**config.mk**
```make
export PLATFORM = sky130hd
export DESIGN_NAME = host_sequencer
export DESIGN_NICKNAME = d
export VERILOG_FILES = /design/src/rtl/host_sequencer_pkg.sv /design/src/rtl/host_sequencer_res_fifo.sv /design/src/rtl/host_sequencer.sv
export SDC_FILE = /design/constraint.sdc
export NUM_CORES = 1
export LEC_CHECK = 0
export CORE_MARGIN = 1.5
export CORE_UTILIZATION = 54
export DETAILED_ROUTE_END_ITERATION = 10
export GPL_ROUTABILITY_DRIVEN = 0
export PLACE_DENSITY = 0.8
export SKIP_CTS_REPAIR_TIMING = 1
export SLEW_MARGIN = 15
export SYNTH_ARGS = -nofsm -noshare
export SYNTH_HDL_FRONTEND = slang
export SYNTH_SLANG_ARGS = --single-unit
```
**constraint.sdc**
```tcl
create_clock -name clk -period 3.1 [get_ports clk]
set_clock_uncertainty 0.2 [all_clocks]
set_input_delay 0.93 -clock clk [delete_from_list [all_inputs] [get_ports clk]]
set_output_delay 0.93 -clock clk [all_outputs]
set_load 0.03 [all_outputs]
```
**src/rtl/host_sequencer_pkg.sv**
```systemverilog
// host_seq_pkg: sequencer state encoding and default parameter values.
package host_seq_pkg;
    typedef enum logic [2:0] {
        IDLE  = 3'd0,
        LOAD  = 3'd1,
        KICK  = 3'd2,
        RUN   = 3'd3,
        DRAIN = 3'd4
    } host_seq_state_t;
    localparam int ADDR_W_DEF   = 8;
    localparam int LOAD_LEN_DEF = 64;
    localparam int RES_BASE_DEF = 64;
    localparam int RES_LEN_DEF  = 8;
    localparam int TIMEOUT_DEF  = 4096;
endpackage

```
**src/rtl/host_sequencer_res_fifo.sv**
```systemverilog
// res_fifo: 2-entry, 8-bit result FIFO buffering read-back bytes against res_ready stalls.
module res_fifo (
    input  logic       clk,
    input  logic       reset,
    input  logic       push,
    input  logic       pop,
    input  logic [7:0] din,
    output logic [7:0] dout,
    output logic       full,
    output logic       empty
);
    logic [7:0] mem [2];
    logic       wp, rp;
    logic [1:0] cnt;
    always_ff @(posedge clk) begin
        if (reset) begin
            wp  <= 1'b0;
            rp  <= 1'b0;
            cnt <= 2'd0;
        end else begin
            if (push) begin
                mem[wp] <= din;
                wp      <= ~wp;
            end
            if (pop) rp <= ~rp;
            cnt <= cnt + {1'b0, push} - {1'b0, pop};
        end
    end
    assign dout  = mem[rp];
    assign full  = cnt[1];
    assign empty = cnt == 2'd0;
endmodule

```
**src/rtl/host_sequencer.sv**
```systemverilog
// host_sequencer: loads data memory, kicks the core via req/done with a timeout, streams results back.
// Optional HOST_SEQ_CYCLE_CNT_EN adds the run_cycles output.
module host_sequencer
    import host_seq_pkg::*;
#(
    parameter int ADDR_W   = ADDR_W_DEF,
    parameter int LOAD_LEN = LOAD_LEN_DEF,
    parameter int RES_BASE = RES_BASE_DEF,
    parameter int RES_LEN  = RES_LEN_DEF,
    parameter int TIMEOUT  = TIMEOUT_DEF
) (
    input  logic              clk,
    input  logic              reset,
    input  logic              start,
    input  logic              src_valid,
    input  logic [7:0]        src_data,
    output logic              src_ready,
    output logic              mem_wr_en,
    output logic [ADDR_W-1:0] mem_addr,
    output logic [7:0]        mem_wr_data,
    input  logic [7:0]        mem_rd_data,
    output logic              req,
    input  logic              done,
    output logic              res_valid,
    output logic [7:0]        res_data,
    input  logic              res_ready,
    output logic              busy,
    output logic              timeout_err
`ifdef HOST_SEQ_CYCLE_CNT_EN
    ,
    output logic [15:0]       run_cycles
`endif
);
    localparam int RW = $clog2(TIMEOUT + 1);
    localparam logic [ADDR_W:0]   LOAD_LAST = (ADDR_W + 1)'(LOAD_LEN - 1);
    localparam logic [ADDR_W:0]   RES_LAST  = (ADDR_W + 1)'(RES_LEN - 1);
    localparam logic [ADDR_W:0]   RES_CNT   = (ADDR_W + 1)'(RES_LEN);
    localparam logic [ADDR_W-1:0] BASE      = ADDR_W'(RES_BASE);
    localparam logic [RW-1:0]     TMO       = RW'(TIMEOUT);

    host_seq_state_t state;
    logic [ADDR_W:0] cnt, issued, popped;
    logic [RW-1:0]   run_cnt;
    logic            armed, inflight, err, fin, tmo, issue, pop, f_full, f_empty;
    logic [7:0]      f_dout;

    assign fin         = armed && done;
    assign tmo         = state == RUN && run_cnt == TMO && !fin;
    assign src_ready   = state == LOAD;
    assign mem_wr_en   = src_ready && src_valid;
    assign mem_wr_data = mem_wr_en ? src_data : 8'h00;
    assign mem_addr    = state == LOAD ? cnt[ADDR_W-1:0] : state == DRAIN ? BASE + issued[ADDR_W-1:0] : '0;
    assign req         = state == KICK;
    assign busy        = state != IDLE;
    assign timeout_err = err || tmo;
    // A byte returning into an empty FIFO is presented directly so DRAIN streams 1 byte/cycle.
    assign res_valid   = !f_empty || inflight;
    assign res_data    = !f_empty ? f_dout : inflight ? mem_rd_data : 8'h00;
    assign pop         = res_valid && res_ready;
    assign issue       = state == DRAIN && issued != RES_CNT && !f_full && !(inflight && !f_empty);

    res_fifo u_fifo (
        .clk   (clk),
        .reset (reset),
        .push  (inflight && !(f_empty && res_ready)),
        .pop   (pop && !f_empty),
        .din   (mem_rd_data),
        .dout  (f_dout),
        .full  (f_full),
        .empty (f_empty)
    );

    always_ff @(posedge clk) begin
        if (reset) begin
            state    <= IDLE;
            cnt      <= '0;
            issued   <= '0;
            popped   <= '0;
            run_cnt  <= '0;
            armed    <= 1'b0;
            inflight <= 1'b0;
            err      <= 1'b0;
        end else begin
            inflight <= issue;
            if (issue) issued <= issued + 1'b1;
            if (pop) popped <= popped + 1'b1;
            case (state)
                IDLE: if (start) begin
                    state <= LOAD;
                    cnt   <= '0;
                    err   <= 1'b0;
                end
                LOAD: if (mem_wr_en) begin
                    cnt <= cnt + 1'b1;
                    if (cnt == LOAD_LAST) state <= KICK;
                end
                KICK: begin
                    armed   <= 1'b0;
                    run_cnt <= RW'(1);
                    state   <= RUN;
                end
                RUN: begin
                    // armed only after done has been seen low, so a stale done cannot complete the run
                    run_cnt <= run_cnt + 1'b1;
                    if (!done) armed <= 1'b1;
                    if (fin) begin
                        state  <= DRAIN;
                        issued <= '0;
                        popped <= '0;
                    end else if (tmo) begin
                        err   <= 1'b1;
                        state <= IDLE;
                    end
                end
                DRAIN: if (pop && popped == RES_LAST) state <= IDLE;
                default: state <= IDLE;
            endcase
        end
    end

`ifdef HOST_SEQ_CYCLE_CNT_EN
    logic [15:0] cyc;
    always_ff @(posedge clk) begin
        if (reset) begin
            cyc        <= '0;
            run_cycles <= '0;
        end else if (state == KICK) begin
            cyc <= 16'd1;
        end else if (state == RUN) begin
            cyc <= &cyc ? cyc : cyc + 1'b1;
            if (fin || tmo) run_cycles <= cyc;
        end
    end
`endif
endmodule
```
==> results.py, run 1 <==
metrics = {
    "floorplan": {
        "design.die.area_um2": 6920,
        "die_width_um": 83.2,
        "die_h_um": 83.2,
        "pin_count": 52,
        "start_util_pct": 55.4,
        "core_area_um2": 6280,
        "rows": 29,
    },
    "job": {
        "drv_cap": 0,
    },
    "timing": {
        "rsz0062_at_grt": "false",
        "finalSetupViolations": 0,
        "tightest_slew_ns": 0.753,
        "fin_setup_tns_ns": 0,
        "hold_viol_final": 0,
        "finalMaxSlewViolations": 0,
        "fmaxAchievable_mhz": 339,
        "max_slew_margin_pct": 49.4,
        "min_period_ns": 2.95,
        "finalCritPeriodShare_pct": 95.3,
    },
    "route": {
        "first_iter_violations": 133,
        "vias_per_cell": 5.72,
        "dr_total_vias": 3034,
        "first_pass_iters": 4,
        "drc": 0,
        "wire_per_inst_um": 14.2,
        "drt_wl_total_mm": 7.54,
        "ant_nets": 0,
    },
    "setup_path": {
        "worstPathArrival_ns": 1.82,
        "r2r-end": "u_fifo.cnt[1]",
        "crit_start": "state[2]",
        "required_ns": 1.97,
        "crit_path_start_kind": "flop",
        "critPathKind": "flop to primary output",
        "r2r_cells": 9,
        "crit_end": "mem_addr[2]",
        "worst-path-max-fanout": 12,
        "timing.rr.start": "u_fifo.cnt[1]",
        "ff2ff_setup_slack_ns": 1.00,
        "crit_path_end_kind": "primary output",
    },
    "synth": {
        "yosysMostFrequentCell": "dfxtp_1",
        "yosysTopAreaCellShare_pct": 29.4,
        "synth.distinct_cells": 56,
        "async_reset_ff_share_pct": 0,
        "synth_seq_area_share_pct": 43.2,
        "synth_ff_type": "dfxtp_1",
        "synth.avg_cell_area_um2": 8.91,
        "synth_warnings": 0,
        "postSynthNetCount": 422,
        "synth.area.top_cells": "dfxtp_1 29%, edfxtp_1 14%, nor2_1 4.3%, ha_1 3.6%, nand3_1 3.3%",
        "synth_commonest_cells": "51 x dfxtp_1, 40 x nor2_1, 29 x nand2_1",
        "synth_edf_count": 16,
        "syn_inst": 390,
        "synth_seq_cells": 67,
        "netlist_area_um2": 3470,
        "yosysTopAreaCell": "dfxtp_1",
    },
    "placed_design": {
        "dp_hpwl_mm": 5.17,
        "io_buffers": 51,
    },
    "global_routing": {
        "grt_util_met2_pct": 37.8,
        "use_met1_pct": 27.8,
        "busiest_layer": "met2",
        "grt_max_degree": 20,
        "grt_usage_pct": 22.2,
        "grt_pass1_vias": 2855,
        "met3_usage_pct": 4.97,
        "overflow": 0,
        "antenna_found_initial": 0,
        "grt_pass1_wl_mm": 12.7,
    },
    "clocking": {
        "clockRootBuffer": "clkbuf_8",
        "clock-sinks": 67,
        "clk_path_buf_depth": 2,
        "cts_tree": "done",
        "clk_pin_slew_ns": 0.08,
        "insertion_delay_ns": 0.34,
        "cts.htree.levels": 3,
        "numCtsBuffers": 9,
    },
    "final_layout": {
        "final_nets": 480,
        "drive_gt1_share_pct": 16.3,
        "antenna-diode-count": 0,
        "area_delta_synth_final_pct": 24.1,
    },
    "min_path": {
        "whs_path_depth": 2,
        "hold_path.class": "flop to flop",
    },
    "power_and_ir_drop": {
        "ir_drop_mv": 0.465,
        "powerDensity_nw_per_um2": 580,
        "p_total_mw": 2.50,
        "p_leak_nw": 1.55,
    },
    "run_status": {
        "run_status": "complete, no violations",
    },
}
-- cells in the final DEF (no fill, tap or decap), types with 10 or more instances in the layout --
master / count
nand2_1: 28
xnor2_1: 11
nand3_1: 23
clkdlybuf4s50_1: 22
and2_1: 12
inv_1: 15
or3_1: 10
a21oi_1: 21
nor2_1: 39
dfxtp_1: 51
edfxtp_1: 16
o21ai_0: 23
buf_4: 37
ha_1: 10
-- per-stage QoR --
stage	util (%)	worst slack (ns)	cells	hold WS (ns)	area, um2
after floorplan	-	0.0266	390	0.242	3470
after global placement	64.2	-0.0102	512	0.257	4030
after detailed placement	64.2	-0.0354	512	0.277	4030
after CTS	67.7	-0.0480	528	0.287	4250
after global routing	68.7	0.00286	530	0.309	4310
final	68.7	0.147	530	0.287	4310
-- registers in the layout, indices dropped and copies added, names as in the netlist, 2 cells and up, named ones only --
name	flops
cnt	9
u_fifo.mem	16
popped	9
state	3
issued	9
run_cnt	13
u_fifo.cnt	2
-- worst min path at each step --
stage / to / start / slack [ns]
global route: issued[8] / issued[8] / 0.31
detailed placement: run_cnt[1] / run_cnt[1] / 0.28
floorplan: cnt[8] / cnt[8] / 0.24
finish: cnt[8] / cnt[8] / 0.29
global placement: cnt[8] / cnt[8] / 0.26
CTS: run_cnt[1] / run_cnt[1] / 0.29
-- cells by family (layout without fill, tap and decap cells) --
logic type,Yosys count,count (layout),synth area share [%]
compound gates,73,73,13.0
buf+inv,35,98,4.25
flops,67,67,43.2
simple gates,172,172,27.0
fa+ha+maj,10,10,3.60
xor+xnor,20,20,5.04
mux,13,13,3.89
-- area by class of cell --
cell class | instances | area [um2]
Clock buffer | 9 | 124
Fill cell | 485 | 1970
Sequential cell | 67 | 1500
Tap cell | 77 | 96.3
Timing Repair Buffer | 67 | 591
Clock inverter | 7 | 101
Inverter | 15 | 56.3
Multi-Input combinational cell | 288 | 1840
-- critical path, cell delays in order, from the launching register on --
cell and delay (ns):
dfxtp_1 0.51, nor2b_1 0.48, a22oi_1 0.18, nor2_1 0.14, buf_4 0.17
-- metal layers --
layer / vias to the layer above / wire, um
met5: - / 0
met4: 0 / 106
met3: 10 / 296
met2: 72 / 3770
met1: 1441 / 3370
li1: 1511 / -
-- power by group --
part	leakage (nW)	total, mW	switching, mW	internal, mW
registers	0.555	0.992	0.0627	0.930
logic	0.892	0.689	0.406	0.283
clock network	0.106	0.819	0.361	0.458
Power figures use the tool's default switching activity.
==> run 2, diff against run 1 <==
CTS_CLUSTER_DIAMETER = 200   (was not set)
GPL_TIMING_DRIVEN = 0   (was not set)
PLACE_DENSITY = not set   (was 0.8)
PLACE_DENSITY_LB_ADDON = 0.12   (was not set)
==> run 2 against run 1 <==
  * The flow now finishes with violations (negative setup slack)
  * First-iteration DRC count is 5.3% lower
  * Sequential share of layout area is 0.28 points higher
  * Largest power group unchanged
  * Fmax is 6.3% lower
  * Die area stayed put
  * Cell area is 0.78% lower
  * Non-clock buffer count is 3 higher
  * Via count is 0.79% higher
  * Cell count is 0.75% higher
  * Clock power is 20% lower
  * Flip-flop and latch count stayed put
  * Combinational power is 0.6% higher
==> results.py, run 2 (synthesized netlist as in run 1, its figures left out) <==
metrics = {
    "placed_design": {
        "io_buffers": 51,
        "placement.cell_area_um2": 4090,
        "dp_hpwl_mm": 5.45,
        "post-place-cells": 518,
    },
    "setup_path": {
        "crit_path_start_kind": "input pin",
        "worstPathArrival_ns": 2.02,
        "required_ns": 1.97,
        "critPathKind": "input pin to primary output",
        "crit_path_end_kind": "primary output",
        "worst-path-max-fanout": 4,
    },
    "global_routing": {
        "grt_usage_pct": 24.0,
        "overflow": 0,
        "antenna_found_initial": 0,
        "grt_pass1_wl_mm": 13.6,
        "grt_pass1_vias": 2996,
        "grt_max_degree": 14,
    },
    "timing": {
        "finalCritPeriodShare_pct": 102,
        "min_period_ns": 3.15,
        "finalSetupViolations": 4,
        "hold_viol_final": 0,
        "fin_setup_tns_ns": -0.181,
        "tightest_slew_ns": 0.733,
        "finalMaxSlewViolations": 0,
        "rsz0062_at_grt": "true",
        "max_slew_margin_pct": 50.7,
        "fmaxAchievable_mhz": 317,
        "fin_ws_ns": -0.0513,
        "holdWs_ns": 0.275,
    },
    "route": {
        "drc": 0,
        "vias_per_cell": 5.73,
        "wire_per_inst_um": 14.5,
        "ant_nets": 0,
        "dr_total_vias": 3058,
        "first_pass_iters": 4,
        "first_iter_violations": 126,
        "drt_wl_total_mm": 7.72,
    },
    "floorplan": {
        "core_area_um2": 6280,
        "design.die.area_um2": 6920,
        "start_util_pct": 55.4,
        "pin_count": 52,
        "rows": 29,
        "die_width_um": 83.2,
        "die_h_um": 83.2,
    },
    "power_and_ir_drop": {
        "ir_drop_mv": 0.401,
        "powerDensity_nw_per_um2": 539,
        "p_leak_nw": 1.66,
    },
    "final_layout": {
        "layout_common_cells": "51 x dfxtp_1, 38 x nor2_1, 27 x nand2_1",
        "finalNonFillerCells": 534,
        "layout_commonest_cell": "dfxtp_1",
        "largest_register_ffs": 16,
        "stdcell_area_um2": 4280,
        "top_register": "u_fifo.mem",
        "drive_gt1_share_pct": 14.0,
        "antenna-diode-count": 0,
        "area_delta_synth_final_pct": 23.1,
        "top_regs": "u_fifo.mem (16), run_cnt (13)",
        "final_nets": 484,
    },
    "clocking": {
        "clk_pin_slew_ns": 0.07,
        "cts.htree.levels": 3,
        "clock-sinks": 67,
        "clockRootBuffer": "clkbuf_8",
        "numCtsBuffers": 9,
        "insertion_delay_ns": 0.35,
        "clk_path_buf_depth": 2,
        "cts_tree": "done",
    },
    "run_status": {
        "run_status": "complete, but fails checks",
        "failed_checks": "negative setup slack",
    },
    "job": {
        "drv_cap": 0,
    },
    "min_path": {
        "hold_path.class": "flop to flop",
    },
}
==> run 2: cell types whose count changed in the layout (fill, tap and decap cells not counted), sizes merged <==
cell / change
buf: -30
bufinv: -2
clkbuf: +24
clkinvlp: +1
dlymetal6s2s: +9
inv: +1
nor2: +1
==> run 2: worst max-delay path, cell delays in order <==
cell	delay (ns)
clkdlybuf4s50_1	0.50
nand2_2	0.11
nor2_2	0.14
and2_1	0.16
clkbuf_4	0.19
==> run 2: final cells by class <==
cell class,instances,area (um2)
flip-flops and latches,67,1500
well taps,77,96.3
clock inverters,7,52.6
clock buffers,9,124
inverters,15,56.3
plain buffers,19,93.8
fillers,515,2000
repair buffers,51,485
multi-input cells,289,1870
==> run 2: power breakdown <==
part	internal, mW	total (mW)	switching, mW
combinational	0.247	0.693	0.446
sequential	0.929	0.962	0.0322
clock	0.294	0.653	0.359
==> run 2: per-stage QoR <==
stage          utilization (%)  total power [mW]  setup slack (ns)
2_1_floorplan                -              1.44            0.0266
3_3_place_gp              65.0              1.68            -0.697
3_5_place_dp              65.1              1.69            -0.713
4_1_cts                   67.9              2.34            -0.725
5_1_grt                   68.1              2.44            -0.120
6_report                  68.1              2.31           -0.0513
==> run 2: layer usage <==
layer	up-vias	track usage [%]	wire, um
li1	1528	-	-
met1	1454	30.4	3520
met2	64	40.1	3780
met3	12	4.47	292
met4	0	10.0	126
met5	-	0	0
==> run 2: path summary, 6_finish.rpt <==
path                            cells after the start          start                to  slack (ns)
worst min-delay path                                2         cnt[8]            cnt[8]        0.27
worst min register to register                      2         cnt[8]            cnt[8]        0.27
worst max-delay path                                5      src_valid    mem_wr_data[3]       -0.05
worst max register to register                      4  u_fifo.cnt[1]  u_fifo.mem[1][1]        0.97
